## config.mk

```make
export PLATFORM = sky130hd
export DESIGN_NAME = ro_freq_monitor_flat
export DESIGN_NICKNAME = d
export VERILOG_FILES = /design/src/rtl/ro_freq_monitor_pkg.sv /design/src/rtl/ro_freq_monitor_if.sv /design/src/rtl/ro_freq_monitor_sync_edge.sv /design/src/rtl/ro_freq_monitor.sv /design/src/flat_wrapper.sv
export SDC_FILE = /design/constraint.sdc
export NUM_CORES = 1
export LEC_CHECK = 0
export CAP_MARGIN = 20
export CORE_MARGIN = 5
export CORE_UTILIZATION = 68
export CTS_CLUSTER_DIAMETER = 200
export DETAILED_ROUTE_END_ITERATION = 10
export DONT_BUFFER_PORTS = 1
export GPL_TIMING_DRIVEN = 0
export PLACE_DENSITY = 0.84
export REMOVE_ABC_BUFFERS = 1
export SLEW_MARGIN = 40
export SYNTH_ARGS = -nofsm -noshare
export SYNTH_HDL_FRONTEND = slang
export SYNTH_SLANG_ARGS = --single-unit
```

## constraint.sdc

```tcl
create_clock -name mclk -period 4.3 [get_ports mclk]
set_input_delay 0.215 -clock mclk [delete_from_list [all_inputs] [get_ports mclk]]
set_output_delay 0.215 -clock mclk [all_outputs]
set_load 0.01 [all_outputs]
```

## src/rtl/ro_freq_monitor_pkg.sv

```systemverilog
// Shared types for the ring-oscillator frequency monitor.
// FSM state encoding is fixed so that existing debug taps keep their meaning.
package ro_freq_monitor_pkg;

    localparam int unsigned STATE_W = 2;

    typedef enum logic [STATE_W-1:0] {
        IDLE  = 2'd0,
        ARM   = 2'd1,
        COUNT = 2'd2,
        EVAL  = 2'd3
    } mon_state_e;

endpackage

```

## src/rtl/ro_freq_monitor_if.sv

```systemverilog
// Configuration/result bundle of the RO frequency monitor.
// The master side configures and observes; the monitor is the slave.
interface ro_freq_monitor_if #(
    parameter int unsigned CNT_W = 16,
    parameter int unsigned WIN_W = 16
);
    logic             ro_in;
    logic             mon_en;
    logic [WIN_W-1:0] win_len;
    logic [CNT_W-1:0] thr_lo;
    logic [CNT_W-1:0] thr_hi;
    logic             alarm_clr;
    logic [CNT_W-1:0] cnt_out;
    logic             cnt_vld;
    logic             alarm_lo;
    logic             alarm_hi;
    logic             alarm_sticky;
    logic             busy;

    modport master (
        output ro_in, mon_en, win_len, thr_lo, thr_hi, alarm_clr,
        input  cnt_out, cnt_vld, alarm_lo, alarm_hi, alarm_sticky, busy
    );

    modport slave (
        input  ro_in, mon_en, win_len, thr_lo, thr_hi, alarm_clr,
        output cnt_out, cnt_vld, alarm_lo, alarm_hi, alarm_sticky, busy
    );
endinterface

```

## src/rtl/ro_freq_monitor_sync_edge.sv

```systemverilog
// Synchronizer for the asynchronous RO output plus rising-edge detect.
// While flush_i is high the delayed copy keeps tracking, so no stale edge survives.
module ro_freq_monitor_sync_edge #(
    parameter int unsigned SYNC_STAGES = 2
) (
    input  logic clk_i,
    input  logic rst_i,
    input  logic async_i,
    input  logic flush_i,
    output logic edge_o
);
    logic [SYNC_STAGES-1:0] sync_q;
    logic                   prev_q;

    always_ff @(posedge clk_i) begin
        if (rst_i) begin
            sync_q <= '0;
            prev_q <= 1'b0;
        end else begin
            sync_q <= {sync_q[SYNC_STAGES-2:0], async_i};
            prev_q <= sync_q[SYNC_STAGES-1];
        end
    end

    assign edge_o = sync_q[SYNC_STAGES-1] & ~prev_q & ~flush_i;
endmodule

```

## src/rtl/ro_freq_monitor.sv

```systemverilog
// Counts RO rising edges over a programmable mclk window and flags counts
// outside [thr_lo, thr_hi]; per-window alarms plus a sticky alarm.
module ro_freq_monitor
    import ro_freq_monitor_pkg::*;
#(
    parameter int unsigned CNT_W       = 16,
    parameter int unsigned WIN_W       = 16,
    parameter int unsigned SYNC_STAGES = 2
) (
    input  logic                mclk,
    input  logic                puc_rst,
    ro_freq_monitor_if.slave    bus
);
    localparam int unsigned ARM_W = $clog2(SYNC_STAGES + 1);

    mon_state_e       state_q;
    logic [ARM_W-1:0] arm_q;
    logic [WIN_W-1:0] win_q;
    logic [WIN_W-1:0] tmr_q;
    logic [CNT_W-1:0] thr_lo_q;
    logic [CNT_W-1:0] thr_hi_q;
    logic [CNT_W-1:0] edge_cnt_q;
    logic [CNT_W-1:0] cnt_out_q;
    logic             vld_q;
    logic             lo_q;
    logic             hi_q;
    logic             sticky_q;
    logic             busy_q;

    logic             ro_edge;
    logic [WIN_W-1:0] win_len_eff;
    logic             lo_d;
    logic             hi_d;

    ro_freq_monitor_sync_edge #(.SYNC_STAGES(SYNC_STAGES)) u_sync_edge (
        .clk_i   (mclk),
        .rst_i   (puc_rst),
        .async_i (bus.ro_in),
        .flush_i (state_q == ARM),
        .edge_o  (ro_edge)
    );

    assign win_len_eff = (bus.win_len == '0) ? WIN_W'(1) : bus.win_len;
    assign lo_d        = edge_cnt_q < thr_lo_q;
    assign hi_d        = edge_cnt_q > thr_hi_q;

    always_ff @(posedge mclk) begin
        if (puc_rst) begin
            state_q    <= IDLE;
            arm_q      <= '0;
            win_q      <= '0;
            tmr_q      <= '0;
            thr_lo_q   <= '0;
            thr_hi_q   <= '0;
            edge_cnt_q <= '0;
            cnt_out_q  <= '0;
            vld_q      <= 1'b0;
            lo_q       <= 1'b0;
            hi_q       <= 1'b0;
            sticky_q   <= 1'b0;
            busy_q     <= 1'b0;
        end else begin
            vld_q <= 1'b0;
            // A fresh alarm beats a simultaneous clear request.
            if (state_q == EVAL && (lo_d || hi_d)) begin
                sticky_q <= 1'b1;
            end else if (bus.alarm_clr) begin
                sticky_q <= 1'b0;
            end
            unique case (state_q)
                IDLE: begin
                    if (bus.mon_en) begin
                        state_q <= ARM;
                        arm_q   <= '0;
                        busy_q  <= 1'b1;
                    end
                end
                ARM: begin
                    if (!bus.mon_en) begin
                        state_q <= IDLE;
                        busy_q  <= 1'b0;
                    end else if (arm_q == ARM_W'(SYNC_STAGES)) begin
                        state_q    <= COUNT;
                        tmr_q      <= '0;
                        edge_cnt_q <= '0;
                        win_q      <= win_len_eff;
                        thr_lo_q   <= bus.thr_lo;
                        thr_hi_q   <= bus.thr_hi;
                    end else begin
                        arm_q <= arm_q + ARM_W'(1);
                    end
                end
                COUNT: begin
                    if (!bus.mon_en) begin
                        state_q    <= IDLE;
                        busy_q     <= 1'b0;
                        edge_cnt_q <= '0;
                    end else begin
                        if (ro_edge && edge_cnt_q != '1) begin
                            edge_cnt_q <= edge_cnt_q + CNT_W'(1);
                        end
                        if (tmr_q == win_q - WIN_W'(1)) begin
                            state_q <= EVAL;
                        end else begin
                            tmr_q <= tmr_q + WIN_W'(1);
                        end
                    end
                end
                EVAL: begin
                    cnt_out_q  <= edge_cnt_q;
                    lo_q       <= lo_d;
                    hi_q       <= hi_d;
                    vld_q      <= 1'b1;
                    edge_cnt_q <= '0;
                    if (bus.mon_en) begin
                        state_q  <= COUNT;
                        tmr_q    <= '0;
                        win_q    <= win_len_eff;
                        thr_lo_q <= bus.thr_lo;
                        thr_hi_q <= bus.thr_hi;
                    end else begin
                        state_q <= IDLE;
                        busy_q  <= 1'b0;
                    end
                end
            endcase
        end
    end

    assign bus.cnt_out      = cnt_out_q;
    assign bus.cnt_vld      = vld_q;
    assign bus.alarm_lo     = lo_q;
    assign bus.alarm_hi     = hi_q;
    assign bus.alarm_sticky = sticky_q;
    assign bus.busy         = busy_q;
endmodule
```

## src/flat_wrapper.sv

```systemverilog
// flat-port wrapper written by rule: the top's interface ports become plain ports
module ro_freq_monitor_flat import ro_freq_monitor_pkg::*;
#(
    parameter int unsigned CNT_W       = 16,
    parameter int unsigned WIN_W       = 16,
    parameter int unsigned SYNC_STAGES = 2
)
  (mclk, puc_rst, bus_ro_in, bus_mon_en, bus_win_len, bus_thr_lo, bus_thr_hi, bus_alarm_clr, bus_cnt_out, bus_cnt_vld, bus_alarm_lo, bus_alarm_hi, bus_alarm_sticky, bus_busy);
  ro_freq_monitor_if #(.CNT_W(CNT_W), .WIN_W(WIN_W)) bus_i ();
  input  logic mclk;
  input  logic puc_rst;
  input wire logic [$bits(bus_i.ro_in)-1:0] bus_ro_in;
  input wire logic [$bits(bus_i.mon_en)-1:0] bus_mon_en;
  input wire logic [$bits(bus_i.win_len)-1:0] bus_win_len;
  input wire logic [$bits(bus_i.thr_lo)-1:0] bus_thr_lo;
  input wire logic [$bits(bus_i.thr_hi)-1:0] bus_thr_hi;
  input wire logic [$bits(bus_i.alarm_clr)-1:0] bus_alarm_clr;
  output wire logic [$bits(bus_i.cnt_out)-1:0] bus_cnt_out;
  output wire logic [$bits(bus_i.cnt_vld)-1:0] bus_cnt_vld;
  output wire logic [$bits(bus_i.alarm_lo)-1:0] bus_alarm_lo;
  output wire logic [$bits(bus_i.alarm_hi)-1:0] bus_alarm_hi;
  output wire logic [$bits(bus_i.alarm_sticky)-1:0] bus_alarm_sticky;
  output wire logic [$bits(bus_i.busy)-1:0] bus_busy;
  assign bus_i.ro_in = bus_ro_in;
  assign bus_i.mon_en = bus_mon_en;
  assign bus_i.win_len = bus_win_len;
  assign bus_i.thr_lo = bus_thr_lo;
  assign bus_i.thr_hi = bus_thr_hi;
  assign bus_i.alarm_clr = bus_alarm_clr;
  assign bus_cnt_out = bus_i.cnt_out;
  assign bus_cnt_vld = bus_i.cnt_vld;
  assign bus_alarm_lo = bus_i.alarm_lo;
  assign bus_alarm_hi = bus_i.alarm_hi;
  assign bus_alarm_sticky = bus_i.alarm_sticky;
  assign bus_busy = bus_i.busy;
  ro_freq_monitor #(.CNT_W(CNT_W), .WIN_W(WIN_W), .SYNC_STAGES(SYNC_STAGES)) u_core (.mclk(mclk), .puc_rst(puc_rst), .bus(bus_i));
endmodule
```

# --- Word level (Yosys, flattened, before mapping) ---
# Cells that the tools add are included.
op_classes:
  add_sub_neg: 4
  n_lt_le_gt_ge: 2
  eq_ne: 17
  n_mux: 39
  n_bitwise: 4
  n_reduce_logical: 16
ops:
  columns: ["op", "count"]
  rows:
  - ["16-bit 2-to-1 mux", 17]
  - ["16-bit case mux with 2 select lines", 3]
  - ["16-bit case mux with 3 select lines", 2]
  - ["16-bit by 1-bit adder with 16-bit output, second input constant", 2]
  - ["2-bit 2-to-1 mux", 9]
  - ["16-bit equality test", 1]
  - ["16-bit greater-than comparator", 1]
  - ["16-bit zero test", 1]
  - ["16-bit < comparator", 1]
  - ["16-bit inequality test, second input constant", 1]
  - ["16-bit by 1-bit subtractor with 16-bit output, second input constant", 1]
  - ["2-bit inequality test, second input constant", 7]
  - ["4-bit AND reduction", 3]
  - ["3-bit by 2-bit inequality test with 1-bit output, second input constant", 3]
  - ["2-bit case mux with 4 select lines", 1]
  - ["2-bit equality test, second input constant", 3]
  - ["6-bit AND reduction", 1]
  - ["2-bit nonzero test", 3]
  - ["1-bit 2-to-1 mux", 5]
  - ["2-bit case mux with 2 select lines", 1]
  - ["3-bit AND reduction", 1]
  - ["3-bit nonzero test", 1]
  - ["3-bit OR reduction", 1]
  - ["2-bit by 1-bit adder with 2-bit output, second input constant", 1]
  - ["9 further kinds", 12]
totals:
  ff_bits: 108
  input_bits: 53

# --- Longest topological paths before layout ---
logic_depth:
  ltp_word: 7
  mapped_depth: 13

# --- Cells and area by module ---
# From an unflattened synthesis, not the netlist that was laid out.
unflattened:
  hier_cells: 733
  hier_area_um2: 5701.7
modules_own_cells:
  columns: ["mod", "n_inst", "cells_per_inst", "area_each_um2", "seq_area_each_um2"]
  rows:
  - ["ro_freq_monitor", 1, 726, 5610.4, 2102.0]
  - ["ro_freq_monitor_sync_edge", 1, 7, 91.3, 60.1]

# --- Worst setup path after synthesis ---
# OpenSTA, ideal clock, no wires.
synth_path:
  path_type: "register to register"
  startpoint: "reg u_core.win_q[3]"
  endpoint: "reg u_core.tmr_q[0]"
  arrival_time_ns: 2.741
  required_time_ns: 4.229
  slack_ns: 1.488
  path_stages_with_launch: 11
  path_buffers: 2
  cell_sequence: "dfxtp_1 -> nor4_4 -> nand3_1 -> nor4_1 -> mux2_2 -> or4_1 -> buf_4 -> o21ai_4 -> buf_6 -> o21ba_2 -> o2bb2ai_1"
synth_between:
  elab_chain_cells: 4
synth_lines:
  columns: ["item", "line_no", "text"]
  rows:
  - ["start: declaration", "ro_freq_monitor.sv:18", "logic [WIN_W-1:0] win_q;"]
  - ["start signal: assignment", "ro_freq_monitor.sv:86", "win_q <= win_len_eff;"]
  - ["start signal: assignment", "ro_freq_monitor.sv:118", "win_q <= win_len_eff;"]
  - ["16-bit by 1-bit subtractor with 16-bit output", "ro_freq_monitor.sv:102", "if (tmr_q == win_q - WIN_W'(1)) begin"]
  - ["16-bit equality test", "ro_freq_monitor.sv:102", null]
  - ["2-bit inequality test (no source line)", null, null]
  - ["6-bit AND reduction (no source line)", null, null]
  - ["end signal: assignment", "ro_freq_monitor.sv:105", "tmr_q <= tmr_q + WIN_W'(1);"]
  - ["end: declaration", "ro_freq_monitor.sv:19", "logic [WIN_W-1:0] tmr_q;"]
# Every way passes these cells.
# A chain may end at the register's enable or synchronous reset.

# --- Final worst setup path ---
layout_path:
  startpoint: "reg u_core.win_q[3]"
  endpoint: "reg u_core.tmr_q[14]"
# Same word-level chain as after synthesis.

==> metrics <==
Clock Tree Buf Depth 2; post-synth top area cell dfxtp_1; starting density of the core 70.6%; I/O pin total 74; wire per inst 16.8 um; initial antenna violation count 0; fin crit share 78.3%; CP peak stage delay 0.68 ns; sequential area share after synthesis 39.2%; vias post-DR 4995; Cell Pwr Density 270 nW/um^2; Clk pwr share 35.5%; final hold vios 0; clk_lat worst skew 0.38 ns; Area growth syn-to-layout 12.1%; maximum VDD drop 0.000163 V; ordered list of cells on the worst path nor4_4 > nand3_1 > nor4_1 > mux2_2 > or4_1 > o21ai_4 > o21ai_0 > a21oi_1; Final Skew 0.0121 ns; Remaining DRCs 0; Gate Count Post-Synth 692; CP endpoint kind flop; n_diodes 0; final setup vio count 0; asr flop ratio synth 0%; H-tree depth 3; Reg power frac 60.3%; Worst EP arrival 3.65 ns; sw power 0.407 mW; first-pass GRT wire length 22800 um; dpl ws 1.01 ns; Die Wd 100 um; Yosys cell types 51; number of synthesized flops with an enable pin 0; Routed Antenna Nets 0; status finished, final reports clean; worst min path class in -> reg; CTS buffer count 9; vias in the first global route 5056; P_int 1.26 mW; RSZ-0062 raised after global routing no; Sink Count 108; post-synth top area share 39.2%; largest net degree at the start of global routing 68; Max Freq 297 MHz; CP max-delay cell or4_1; worst-margin pin slew 0.765 ns; CTS tree yes; switching share of total power 24.4%; CP Max Fanout 19; RePlAce Congestion 0.859; final slew viol count 0; Gate power share 4.2%; core area 7810 um^2; clk root buf clkbuf_8; Via-to-Cell Ratio 6.08; gr ovfl total 0; Syn. warnings 0; worst setup path class reg -> reg; final WL 13800 um; top post-synthesis cells by area dfxtp_1 (39%), nand2_1 (9.1%), ha_1 (7.9%); Die Span Y 100 um; final setup margin 0.932 ns; Die Area 10000 um^2; CTS resizes 0; flops & latches, synth 108; Slew HR 48.8%; post-DP HPWL 9180 um; top_reg_cell synth dfxtp_1; Initial DRC Count 339; Leak 2.28 nW; GRT Util Overall 27.9%; Max-Cap Viols 0; IO buf count 0; Setup Fix Bufs, Post-CTS 0; post-route minimum period 3.37 ns; worst hold margin 0.0195 ns; Post-Syn Area per Cell 7.97 um^2; # rows 32; worst path required time 4.59 ns; startpoint types flop; Mapped Area 5510 um^2; drt pass-1 iters 5; layout cells sized above 1 3.75%; setup TNS 0 ns; Final #Nets 803; Worst-path clk slew 0.10 ns
-- path summary, 6_finish.rpt --
check / start / slack, ns / cells after the start / to
max: u_core.win_q[3] / 0.93 / 8 / u_core.tmr_q[14]
min: bus_mon_en / 0.02 / 2 / u_core.state_q[1]
max reg2reg: u_core.win_q[3] / 0.93 / 8 / u_core.tmr_q[14]
min reg2reg: u_core.u_sync_edge.sync_q[0] / 0.46 / 1 / u_core.u_sync_edge.sync_q[1]
-- synth_stat cells (all sizes together), types with 2 or more instances --
cell       n
nand2    134
dfxtp    108
a21oi     80
inv       40
nor2      39
ha        35
clkbuf    32
o21ai     24
xor2      20
nand4     17
a21o      15
nand3     14
xnor2     13
or3       10
a22o       9
nor2b      9
and3       8
nand2b     8
nor3       8
nor4       7
and2       6
o211ai     6
or4        6
buf        5
a211oi     4
a31oi      3
nor3b      3
o2111ai    3
o31ai      3
or2        3
a211o      2
a311o      2
a41oi      2
and4       2
nor4b      2
-- cell type report --
class / count / area [um^2]
flip-flops and latches: 108 / 2160
clock inverters: 7 / 58.8
inverters: 40 / 150
multi-input cells: 507 / 3050
well taps: 102 / 128
repair buffers: 49 / 508
fillers: 537 / 1620
clock buffers: 9 / 124
-- registers in the layout, summed over array words and instances (netlist names), 2 cells and up --
name,count
u_core.arm_q,2
u_core.bus.cnt_out,16
u_core.edge_cnt_q,16
u_core.state_q,2
u_core.thr_hi_q,16
u_core.thr_lo_q,16
u_core.tmr_q,16
u_core.u_sync_edge.sync_q,2
u_core.win_q,16
-- per-stage QoR --
| step | std cells | utilization [%] | power, mW | instance area (um^2) |
|---|---|---|---|---|
| after global placement | 757 | 70.3 | 1.05 | 5490 |
| after global routing | 822 | 79.2 | 1.71 | 6180 |
| after floorplan | 655 | - | 1.04 | 5360 |
| final | 822 | 79.2 | 1.67 | 6180 |
| after CTS | 822 | 79.2 | 1.67 | 6180 |
| after detailed placement | 757 | 70.3 | 1.05 | 5490 |
-- power by group through the flow --
stage / registers (mW) / clock network [mW] / logic [mW]
after floorplan: 1.03 / 0 / 0.0162
after global placement: 1.03 / 0 / 0.0193
after detailed placement: 1.03 / 0 / 0.0204
after CTS: 1.01 / 0.597 / 0.0673
after global routing: 1.01 / 0.633 / 0.0751
final: 1.01 / 0.592 / 0.0701
-- metal layers --
metal	vias up	GRT usage (%)	wire (um)
li1	2437	-	-
met1	2307	32.8	5550
met2	205	50.1	6840
met3	46	4.73	972
met4	0	11.9	429
met5	-	0	0
-- critical path, delay by kind of cell, from the launching register on --
family / cells / cell delay (ns)
mux: 1 / 0.37
compound gates: 3 / 0.73
flops: 1 / 0.42
simple gates: 4 / 1.76
-- timing repair --
item                       in CTS  in global routing
hold buffers                   49                  0
hold endpoints to repair       77                  0
setup endpoints to repair       0                  0
-- kinds of logic (layout without fill, tap and decap cells) --
family                   after synthesis  in the layout  synth area share (%)
AO/OA/AOI/OAI                        160            160                  17.9
XOR/XNOR                              33             33                  5.24
adder cells (fa/ha/maj)               35             35                  7.94
buffers and inverters                 77            105                  5.51
flip-flops                           108            108                  39.2
multiplexers                           2              2                 0.386
AND/OR/NAND/NOR                      277            277                  23.8
-- placed cells by master (no fill, tap or decap), types with 5 or more instances in the layout --
cell and count:
a21o_1 15, a21oi_1 80, a22o_1 9, and2_1 5, and3_1 8, clkbuf_8 9
dfxtp_1 108, dlygate4sd3_1 48, ha_1 35, inv_1 40, nand2_1 133, nand2b_1 8
nand3_1 14, nand4_1 17, nor2_1 39, nor2b_1 9, nor3_1 7, nor4_1 6
o211ai_1 6, o21ai_0 22, or3_1 10, or4_1 6, xnor2_1 13, xor2_1 20
Power figures use the tool's default switching activity.
